**src/rtl/mcu_alu_sequencer.sv**
```systemverilog
// Fetch/decode/execute sequencer between the instruction/data memory ports and the 8-bit ALU.
// Optional build macro MCU_SINGLE_STEP_EN adds the step port and makes IDLE wait for step=1.
//
// state  | meaning
// IDLE   | between instructions, no requests
// FETCH  | imem_req high until imem_ack, load ir, bump pc
// DECODE | classify ir, resolve jumps
// MEM_RD | ALUM operand read from data memory
// EXEC   | ALU enabled, capture result and flags
// MEM_WR | STORE of acc to data memory
// HALT   | stopped until reset

module mcu_alu_sequencer (
   input  logic        clk,
   input  logic        rst,
   output logic        imem_req,
   output logic [7:0]  imem_addr,
   input  logic        imem_ack,
   input  logic [15:0] imem_data,
   output logic        dmem_req,
   output logic        dmem_we,
   output logic [7:0]  dmem_addr,
   output logic [7:0]  dmem_wdata,
   input  logic        dmem_ack,
   input  logic [7:0]  dmem_rdata,
   output logic        alu_enable,
   output logic [3:0]  alu_mode,
   output logic [7:0]  alu_op1,
   output logic [7:0]  alu_op2,
   input  logic [7:0]  alu_result,
   input  logic [3:0]  alu_flag,
   output logic [7:0]  acc,
   output logic [3:0]  flags,
   output logic [7:0]  pc,
   output logic        halted
`ifdef MCU_SINGLE_STEP_EN
   ,
   input  logic        step
`endif
);

   localparam logic [2:0] S_IDLE   = 3'd0;
   localparam logic [2:0] S_FETCH  = 3'd1;
   localparam logic [2:0] S_DECODE = 3'd2;
   localparam logic [2:0] S_MEM_RD = 3'd3;
   localparam logic [2:0] S_EXEC   = 3'd4;
   localparam logic [2:0] S_MEM_WR = 3'd5;
   localparam logic [2:0] S_HALT   = 3'd6;

   localparam logic [3:0] C_ALUI  = 4'd0;
   localparam logic [3:0] C_ALUM  = 4'd1;
   localparam logic [3:0] C_STORE = 4'd2;
   localparam logic [3:0] C_JMP   = 4'd3;
   localparam logic [3:0] C_JZ    = 4'd4;
   localparam logic [3:0] C_JC    = 4'd5;
   localparam logic [3:0] C_HALT  = 4'd6;

   logic [2:0]  state;
   logic [15:0] ir;
   logic [7:0]  op2_q;
   logic [3:0]  cls;
   logic        go;

   assign cls = ir[15:12];

`ifdef MCU_SINGLE_STEP_EN
   assign go = step;
`else
   assign go = 1'b1;
`endif

   always_ff @(posedge clk) begin
      if (rst) begin
         state <= S_IDLE;
         pc    <= 8'h00;
         acc   <= 8'h00;
         flags <= 4'b0000;
         ir    <= 16'h0000;
         op2_q <= 8'h00;
      end else begin
         case (state)
            S_IDLE: begin
               if (go) state <= S_FETCH;
            end
            S_FETCH: begin
               if (imem_ack) begin
                  ir    <= imem_data;
                  pc    <= pc + 8'd1;
                  state <= S_DECODE;
               end
            end
            S_DECODE: begin
               case (cls)
                  C_ALUI:  state <= S_EXEC;
                  C_ALUM:  state <= S_MEM_RD;
                  C_STORE: state <= S_MEM_WR;
                  C_JMP: begin
                     pc    <= ir[7:0];
                     state <= S_IDLE;
                  end
                  C_JZ: begin
                     if (flags[3]) pc <= ir[7:0];
                     state <= S_IDLE;
                  end
                  C_JC: begin
                     if (flags[2]) pc <= ir[7:0];
                     state <= S_IDLE;
                  end
                  C_HALT:  state <= S_HALT;
                  default: state <= S_IDLE;
               endcase
            end
            S_MEM_RD: begin
               if (dmem_ack) begin
                  op2_q <= dmem_rdata;
                  state <= S_EXEC;
               end
            end
            S_EXEC: begin
               acc   <= alu_result;
               flags <= alu_flag;
               state <= S_IDLE;
            end
            S_MEM_WR: begin
               if (dmem_ack) state <= S_IDLE;
            end
            S_HALT:  state <= S_HALT;
            default: state <= S_IDLE;
         endcase
      end
   end

   // Strobes are masked by rst so they fall in the very cycle reset is raised.
   assign imem_req   = !rst && (state == S_FETCH);
   assign dmem_req   = !rst && ((state == S_MEM_RD) || (state == S_MEM_WR));
   assign dmem_we    = !rst && (state == S_MEM_WR);
   assign alu_enable = !rst && (state == S_EXEC);
   assign halted     = !rst && (state == S_HALT);

   assign imem_addr  = pc;
   assign dmem_addr  = ir[7:0];
   assign dmem_wdata = acc;
   assign alu_mode   = ir[11:8];
   assign alu_op1    = acc;
   assign alu_op2    = (cls == C_ALUM) ? op2_q : ir[7:0];

endmodule
```
**config.mk**
```make
export PLATFORM = sky130hd
export DESIGN_NAME = mcu_alu_sequencer
export DESIGN_NICKNAME = d
export VERILOG_FILES = /design/src/rtl/mcu_alu_sequencer.sv
export SDC_FILE = /design/constraint.sdc
export NUM_CORES = 1
export LEC_CHECK = 0
export CAP_MARGIN = 0
export CORE_MARGIN = 2
export CORE_UTILIZATION = 25
export CTS_BUF_LIST = sky130_fd_sc_hd__clkbuf_4
export CTS_CLUSTER_DIAMETER = 40
export DETAILED_ROUTE_END_ITERATION = 6
export DONT_BUFFER_PORTS = 1
export HOLD_SLACK_MARGIN = 0.1
export PLACE_DENSITY_LB_ADDON = 0.25
export SLEW_MARGIN = 20
export SYNTH_ARGS = -nofsm -noshare
export SYNTH_HDL_FRONTEND = slang
export SYNTH_SLANG_ARGS = --single-unit
```
**constraint.sdc**
```tcl
create_clock -name clk -period 1.49 [get_ports clk]
set_input_delay 0.149 -clock clk [delete_from_list [all_inputs] [get_ports clk]]
set_output_delay 0.149 -clock clk [all_outputs]
set_load 0.01 [all_outputs]
```
==> results of run 1 <==
-- final timing paths --
check	start	endpoint	slack (ps)
max	ir[14]$_SDFFE_PP0P_	alu_op2[5]	-320
min	rst	ir[0]$_SDFFE_PP0P_	140
max reg2reg	ir[14]$_SDFFE_PP0P_	imem_addr[4]$_SDFFE_PP0P_	-270
min reg2reg	op2_q[5]$_SDFFE_PP0P_	op2_q[5]$_SDFFE_PP0P_	470
-- routing by layer --
layer / vias to the layer above / routed length, um
met5: - / 0
met4: 0 / 164
met1: 1080 / 3510
li1: 1132 / -
met2: 81 / 3510
met3: 15 / 388
-- state kept, by name, indices dropped and copies added (netlist names) --
signal,cells
imem_addr,8
ir,16
flags,4
state,3
acc,8
op2_q,8
-- where the power goes --
part           internal [W]  switching (W)
logic              0.000292       0.000258
registers           0.00130      0.0000635
clock network      0.000174       0.000450
-- cells by family (layout without fill, tap and decap cells) --
group / count (synthesis) / in the layout / synth area share, %
and+or+nand+nor: 131 / 131 / 24.3
AOI/OAI and AO/OA: 69 / 69 / 18.0
buffers and inverters: 61 / 102 / 14.8
DFF: 47 / 47 / 38.0
muxes: 8 / 8 / 3.64
xor gates and xnor gates: 2 / 2 / 0.708
adders and majority gates: 1 / 1 / 0.505
-- worst max-delay path: stages (launching register included) --
cell,delay (ps)
dfxtp_2,360
buf_6,120
nor4b_4,300
buf_4,190
mux2_4,320
-- placed cells by master (no fill, tap or decap), types with 3 or more instances in the layout --
master	instances
buf_4	36
mux2_4	8
dlygate4sd3_1	39
inv_1	3
clkbuf_4	5
dfxtp_2	6
buf_6	10
nand2b_4	3
nor3_1	4
a21oi_2	6
nand3_1	3
nor2_1	8
buf_12	4
a21oi_1	39
dfxtp_1	41
nand2_1	83
nor2_4	3
-- cell type report --
class	count	area, um^2
clock buffers	5	37.5
clock inverters	3	15.0
fillers	988	6260
inverters	3	11.3
multi-input cells	211	1370
flip-flops and latches	47	948
well taps	133	166
repair buffers	91	873
-- per-stage QoR --
stage	hold WS, ps	setup WS [ps]	area, um^2
6_report	135	-321	3420
5_1_grt	132	-397	3420
4_1_cts	128	-342	3250
3_5_place_dp	225	-99.4	2580
3_3_place_gp	222	-84.4	2580
2_1_floorplan	285	-68.6	2510
-- synthesized netlist by cell type (2+ instances only) --
library cell and instances:
nand2_1 85, dfxtp_1 47, a21oi_1 45, buf_4 36, clkbuf_1 19, nor2_1 13, mux2_2 8, nor3_1 5
nand2b_1 4, nand3_1 4, inv_1 3, o21ai_0 3, o32ai_1 3, buf_2 2, nand3b_1 2, nand4_1 2
nand4bb_1 2, nor2b_1 2, nor3b_1 2
-- what timing repair did --
item	4_1_cts	5_1_grt
hold endpoints to repair	47	0
resized for setup	32	25
cloned	1	0
endpoints found under the setup margin	24	38
hold buffers	41	0
buffers inserted	8	6
pin swaps	13	12
==> metrics.md, run 1 <==
| Metric | Value |
|---|---|
| Outcome | finished with violations |
| Failing checks | setup timing |
| Synth area leader | dfxtp_1 |
| First-pass DRT Iterations | 4 |
| PwrDens | 743 nW/um^2 |
| Met3 GRT Util | 3.40% |
| Die height | 104 um |
| M2 GR Usage | 22.4% |
| Worst Path Arrival | 1660 ps |
| Synth Instances | 319 |
| Number of synthesized flops with an enable pin | 0 |
| CP Capture Type | output port |
| Endpoints failing setup | 17 |
| GRT Total Usage | 13.9% |
| DR vias | 2308 |
| IO Pins | 109 |
| CORE AREA | 9680 um^2 |
| Peak supply drop | 367 uV |
| Post-Syn Area per Cell | 7.76 um^2 |
| Vias in the first global route | 2287 |
| Least-Margin Pin Slew | 389 ps |
| Starting Density | 25.6% |
| # H-tree levels | 2 |
| Clk buf depth | 2 |
| Seq/Total Area, Yosys | 38.0% |
| Placed wire-length estimate | 4810 um |
| Reg2Reg Depth | 6 |
| Synth top area share | 38.0% |
| Req. time, crit path | 1340 ps |
| Final ANT Viol Nets | 0 |
| Via-to-Cell Ratio | 4.68 |
| Hold path depth | 3 |
| F_max | 552 MHz |
| Yosys cell types | 51 |
| Layout Utilization | 35.3% |
| Fraction of layout cells with a size suffix above 1 | 29.7% |
| Minimum clock period | 1810 ps |
| RePlAce Congestion | 0.784 |
| Final net count | 400 |
| Largest net degree at the start of global routing | 43 |
| Final WL | 7570 um |
| Final worst slack | -321 ps |
| Final Hold Vio Count | 0 |
| Ant. Diodes | 0 |
| CTS buffer count | 5 |
| CTS tree | done |
| Worst min path class | input port to flip-flop |
| Die area | 10700 um^2 |
| FP Rows | 36 |
| # port buffers | 0 |
| Global routing's busiest layer | met2 |
| Largest cells by area after synthesis | dfxtp_1 (38%), nand2_1 (13%), buf_4 (11%) |
| Worst slew margin | 73.8% |
| Clk slew on worst S/H paths | 160 ps |
| Power, Total | 0.00254 W |
| Die width | 104 um |
| Max-Cap Viols | 0 |
| Clk root buf | clkbuf_4 |
| Synthesized area | 2480 um^2 |
| Clock Skews | 19.7 ps |
| DRC errors left | 0 |
| Skew-Pair Late Insertion Delay | 390 ps |
| Placed cells | 429 |
| RSZ-0062 raised after global routing | yes |
| Antenna violations before repair | 0 |
| CP Class | flip-flop to output port |
| Area Growth Syn to Fin | 38.2% |
| Met1 usage | 18.1% |
| Initial drt markers | 142 |
| Fin Setup TNS | -3870 ps |
| Fin crit share | 122% |
| Leak | 1.21 nW |
| Dominant synthesized flop cell | dfxtp_1 |
| CTS sink cnt | 47 |
| Seq cells post-synth | 47 |
| Non-filler instance count after layout | 493 |
| Ys async rst share | 0% |
| First-pass GRT wire length | 12000 um |
| Crit Path Max Fanout | 3 |
| Max-slew violation count | 0 |
| Syn Nets | 360 |
| Avg WL per Cell | 15.3 um |
| Yosys warns | 0 |
| CP startpoint kind | flip-flop |
| GR Overflow Total | 0 |
(Power assumes the default switching activity.)
==> run 2: changes to the inputs <==
- GPL_TIMING_DRIVEN: not set -> 0
==> run 2 against run 1 <==
  * The run still ends with setup timing left
  * Die area did not move
  * Clock-buffer cell count did not move
  * Combinational power fell by 2%
  * Critical path type is now flip-flop to flip-flop
  * Critical endpoint is now imem_addr[4]$_SDFFE_PP0P_
==> metrics.md, run 2 (synthesized netlist as in run 1, its figures left out) <==
| Metric | Value |
|---|---|
| F_max | 577 MHz |
| Pre-CTS setup slack | -353 ps |
| Worst slew margin | 54.3% |
| IO Pins | 109 |
| Via-to-Cell Ratio | 4.63 |
| Endpoints failing setup | 20 |
| Crit path buf inv count | 0 |
| Power, Total | 0.00247 W |
| CP startpoint kind | flip-flop |
| Final worst slack | -242 ps |
| DRC errors left | 0 |
| Clk slew on worst S/H paths | 140 ps |
| WP depth | 4 |
| Failing checks | setup timing |
| Commonest non-fill, non-tap cell in the layout | nand2_1 |
| PwrDens | 723 nW/um^2 |
| R2R Path Start | state[1]$_SDFFE_PP0P_ |
| FF-to-FF setup slack | -240 ps |
| Peak supply drop | 338 uV |
| CP Class | flip-flop to flip-flop |
| Ant. Diodes | 0 |
| Final WL | 7340 um |
| Area post-placement | 2680 um^2 |
| CORE AREA | 9680 um^2 |
| Initial drt markers | 125 |
| Worst Hold End | state[1]$_SDFFE_PP0P_ |
| Die area | 10700 um^2 |
| # port buffers | 0 |
| Placed wire-length estimate | 5070 um |
| Antenna violations before repair | 0 |
| Clk buf depth | 2 |
| Req. time, crit path | 1810 ps |
| Die width | 104 um |
| Crit Path Max Fanout | 5 |
| Non-filler instance count after layout | 502 |
| Worst-path cell chain | or3b_4, a311o_2, a221oi_2, a31o_1 |
| CTS buffer count | 5 |
| Starting Density | 25.6% |
| CP startpoint | state[1]$_SDFFE_PP0P_ |
| CTS sink cnt | 47 |
| Final Hold Vio Count | 0 |
| Fin crit share | 116% |
| Max-Cap Viols | 0 |
| Worst stage delay on the critical path | 460 ps |
| GRT Total Usage | 13.6% |
| Vias in the first global route | 2308 |
| CP Capture Type | flip-flop |
| Worst min path class | input port to flip-flop |
| Final net count | 410 |
| Worst hold path startpoint | imem_ack |
| Clk root buf | clkbuf_4 |
| Largest net degree at the start of global routing | 14 |
| Reg2Reg Depth | 4 |
| Biggest register | ir |
| Crit-path slowest cell | a311o_2 |
| FP Rows | 36 |
| Final ANT Viol Nets | 0 |
| Max-slew violation count | 0 |
| Fraction of layout cells with a size suffix above 1 | 32.2% |
| Fin Setup TNS | -2880 ps |
| GR Overflow Total | 0 |
| Top delay family on crit path | compound AO/OA/AOI/OAI gates |
| Skew-Pair Late Insertion Delay | 360 ps |
| Fillers | 1017 |
| Most frequent cells in the layout | nand2_1 (84), buf_4 (43), dlygate4sd3_1 (37) |
| Die height | 104 um |
| Minimum clock period | 1730 ps |
| Leak | 1.24 nW |
| Avg WL per Cell | 14.6 um |
| Placed cells | 452 |
| DR vias | 2325 |
| RSZ-0062 raised after global routing | yes |
| First-pass DRT Iterations | 4 |
| Outcome | finished with violations |
| RR Endpoint | imem_addr[4]$_SDFFE_PP0P_ |
| CTS tree | done |
| RePlAce Congestion | 0.804 |
| Worst Path Arrival | 2050 ps |
| Design Area, Final | 3420 um^2 |
| Max FFs per register | 16 |
| Clock Skews | 9.84 ps |
| Area Growth Syn to Fin | 38.0% |
| Least-Margin Pin Slew | 685 ps |
| # H-tree levels | 2 |
| Hold path depth | 4 |
| First-pass GRT wire length | 11900 um |
## run 2: cell count changes in the layout (fill, tap and decap cells not counted), moves of 3 or more
cell and delta:
a21oi_1 -6, a21oi_2 +6, buf_12 -4, buf_4 +7, buf_6 -4, clkbuf_1 +6
clkbuf_2 +3, dfxtp_1 -5, dfxtp_4 +5
## run 2: through the flow
step / hold slack [ps] / util, %
3_5_place_dp: 293 / 27.6
3_3_place_gp: 288 / 27.6
5_1_grt: 123 / 35.3
2_1_floorplan: 285 / -
6_report: 134 / 35.3
4_1_cts: 108 / 34.6
## run 2: power breakdown
part           internal, W  switching, W
Clock             0.000168      0.000403
Combinational     0.000276      0.000263
Sequential         0.00130     0.0000581
Total              0.00175      0.000724
## run 2: how the worst max path moves through the flow
| stage | end | slack (ps) |
|---|---|---|
| 6_report | imem_addr[4]$_SDFFE_PP0P_ | -240 |
| 5_1_grt | imem_addr[4]$_SDFFE_PP0P_ | -280 |
| 4_1_cts | alu_op2[5] | -240 |
| 3_5_place_dp | ir[15]$_SDFFE_PP0P_ | -350 |
| 3_3_place_gp | ir[7]$_SDFFE_PP0P_ | -320 |
| 2_1_floorplan | imem_addr[4]$_SDFFE_PP0P_ | -70 |
## run 2: worst register-to-register path, cell delays in order, from the launching register on
cell and delay (ps):
dfxtp_2 380, or3b_4 420, a311o_2 460, a221oi_2 300
a31o_1 120
## run 2: what timing repair did
| item | CTS | global route |
|---|---|---|
| pin swaps | 6 | 7 |
| buffers inserted | 10 | 2 |
| hold buffers | 37 | 0 |
| hold endpoints to repair | 39 | 0 |
| gates resized for setup | 60 | 26 |
| endpoints found under the setup margin | 55 | 47 |
## run 2: cell type report
type / instances / area (um^2) / share of cell area (%)
repair buffers: 49 / 479 / 14.0
flip-flops and latches: 47 / 967 / 28.3
inverters: 3 / 11.3 / 0.330
well taps: 133 / 166 / 4.87
clock inverters: 2 / 8.76 / 0.256
clock buffers: 5 / 37.5 / 1.10
plain buffers: 52 / 400 / 11.7
multi-input cells: 211 / 1350 / 39.4
## run 2: routing by layer
| metal | track usage, % | vias up | part of all wire, % |
|---|---|---|---|
| met5 | 0 | - | 0 |
| li1 | - | 1149 | - |
| met3 | 2.71 | 9 | 4.5 |
| met1 | 17.5 | 1108 | 46 |
| met4 | 4.63 | 0 | 2.1 |
| met2 | 22.6 | 59 | 48 |
==> run 3: changes to the inputs <==
- PLACE_DENSITY: not set -> 0.46
- PLACE_DENSITY_LB_ADDON: 0.25 -> not set
==> run 3 against run 2 <==
  * The flow still finishes with violations (setup timing)
  * Routed wire length rose by 0.94%
  * Fmax fell by 0.53%
  * Clock-buffer cell count rose by 1
  * Final cell count rose by 2.6%
  * Critical path type is now flip-flop to output port
  * Critical endpoint is now alu_op2[1]
  * Highest routed layer unchanged
==> metrics.md, run 3 (synthesized netlist as in run 1, its figures left out) <==
| Metric | Value |
|---|---|
| Outcome | finished with violations |
| Failing checks | setup timing |
| Starting Density | 25.6% |
| Clock Skews | 22.7 ps |
| Biggest register | ir |
| Clk slew on worst S/H paths | 150 ps |
| PwrDens | 726 nW/um^2 |
| CP Class | flip-flop to output port |
| Design Area, Final | 3490 um^2 |
| Final Hold Vio Count | 0 |
| Max-Cap Viols | 0 |
| Fin Setup TNS | -3530 ps |
| Avg WL per Cell | 14.4 um |
| Clk root buf | clkbuf_4 |
| # H-tree levels | 2 |
| CTS tree | done |
| IO Pins | 109 |
| Fraction of layout cells with a size suffix above 1 | 31.2% |
| Via-to-Cell Ratio | 4.57 |
| Minimum clock period | 1740 ps |
| Pre-CTS setup slack | -359 ps |
| Ant. Diodes | 0 |
| First-pass GRT wire length | 11600 um |
| CTS buffer count | 5 |
| CTS sink cnt | 47 |
| Crit Path Max Fanout | 8 |
| FP Rows | 36 |
| Max-slew violation count | 0 |
| GRT Total Usage | 13.4% |
| Initial drt markers | 102 |
| RSZ-0062 raised after global routing | yes |
| Largest net degree at the start of global routing | 14 |
| Vias in the first global route | 2207 |
| First-pass DRT Iterations | 4 |
| Least-Margin Pin Slew | 710 ps |
| Req. time, crit path | 1340 ps |
| CP startpoint kind | flip-flop |
| Die width | 104 um |
| Placed wire-length estimate | 5100 um |
| Final WL | 7410 um |
| Leak | 1.29 nW |
| Die area | 10700 um^2 |
| # port buffers | 0 |
| Final ANT Viol Nets | 0 |
| Power, Total | 0.00253 W |
| Area post-placement | 2680 um^2 |
| Final net count | 422 |
| Worst slew margin | 52.7% |
| Hold Slack | 206 ps |
| DR vias | 2356 |
| DRC errors left | 0 |
| Die height | 104 um |
| F_max | 574 MHz |
| Skew-Pair Late Insertion Delay | 380 ps |
| Final worst slack | -251 ps |
| Antenna violations before repair | 0 |
| Area Growth Syn to Fin | 40.9% |
| GR Overflow Total | 0 |
| Worst min path class | input port to flip-flop |
| Max FFs per register | 16 |
| Fin crit share | 117% |
| RePlAce Congestion | 0.791 |
| Clk buf depth | 2 |
| Most frequent cells in the layout | nand2_1 (84), buf_4 (56), a21oi_1 (43) |
| CORE AREA | 9680 um^2 |
| Endpoints failing setup | 18 |
| Peak supply drop | 327 uV |
| Worst Path Arrival | 1590 ps |
| Commonest non-fill, non-tap cell in the layout | nand2_1 |
| CP Capture Type | output port |
==> run 3: cell count changes in the layout (fill, tap and decap cells not counted), moves of 2 or more <==
cell / delta
dfxtp_1: +2
buf_4: +13
a21oi_1: +10
a21oi_2: -10
clkbuf_4: +2
dfxtp_2: -3
or3b_4: -2
buf_6: -2
==> run 3: path summary, 6_finish.rpt <==
path	start	endpoint	slack, ps	depth (start not counted)
worst max-delay path	ir[14]$_SDFFE_PP0P_	alu_op2[1]	-250	3
worst max register to register	state[0]$_SDFFE_PP0P_	imem_addr[4]$_SDFFE_PP0P_	-250	5
worst min register to register	op2_q[4]$_SDFFE_PP0P_	op2_q[4]$_SDFFE_PP0P_	460	2
worst min-delay path	imem_ack	ir[2]$_SDFFE_PP0P_	210	4
==> run 3: power by group <==
group          internal [W]  leakage [nW]  switching [W]  total [W]
Sequential          0.00130         0.386      0.0000584    0.00136
Clock              0.000194        0.0307       0.000434   0.000628
Combinational      0.000286         0.868       0.000260   0.000546
Total               0.00178          1.29       0.000752    0.00253
==> run 3: cell type report <==
cell class	count	area, um^2
inverters	3	11.3
clock inverters	2	7.51
well taps	133	166
repair buffers	61	573
multi-input cells	211	1330
fillers	1042	6200
flip-flops and latches	47	967
plain buffers	52	390
clock buffers	6	45.0
==> run 3: timing repair <==
action	4_1_cts	5_1_grt
cloned	0	0
hold buffers	38	0
buffers inserted	10	13
hold endpoints to repair	39	0
gates resized for setup	58	20
setup endpoints to repair	55	45
pin swaps	12	10
==> run 3: critical path, stage by stage, from the launching register on <==
cell	delay, ps
dfxtp_4	390
nor4b_4	330
buf_12	180
mux2_4	330
==> run 3: stage by stage <==
step / cells / util (%)
finish: 515 / 36.0
global route: 515 / 36.0
CTS: 505 / 34.8
detailed placement: 452 / 27.6
global placement: 452 / 27.6
floorplan: 319 / -
==> run 3: per-layer routing <==
metal | vias up | wire length, um | global-route usage [%]
li1 | 1170 | - | -
met1 | 1114 | 3440 | 17.7
met2 | 65 | 3570 | 21.9
met3 | 7 | 292 | 2.52
met4 | 0 | 109 | 4.63
met5 | - | 0 | 0
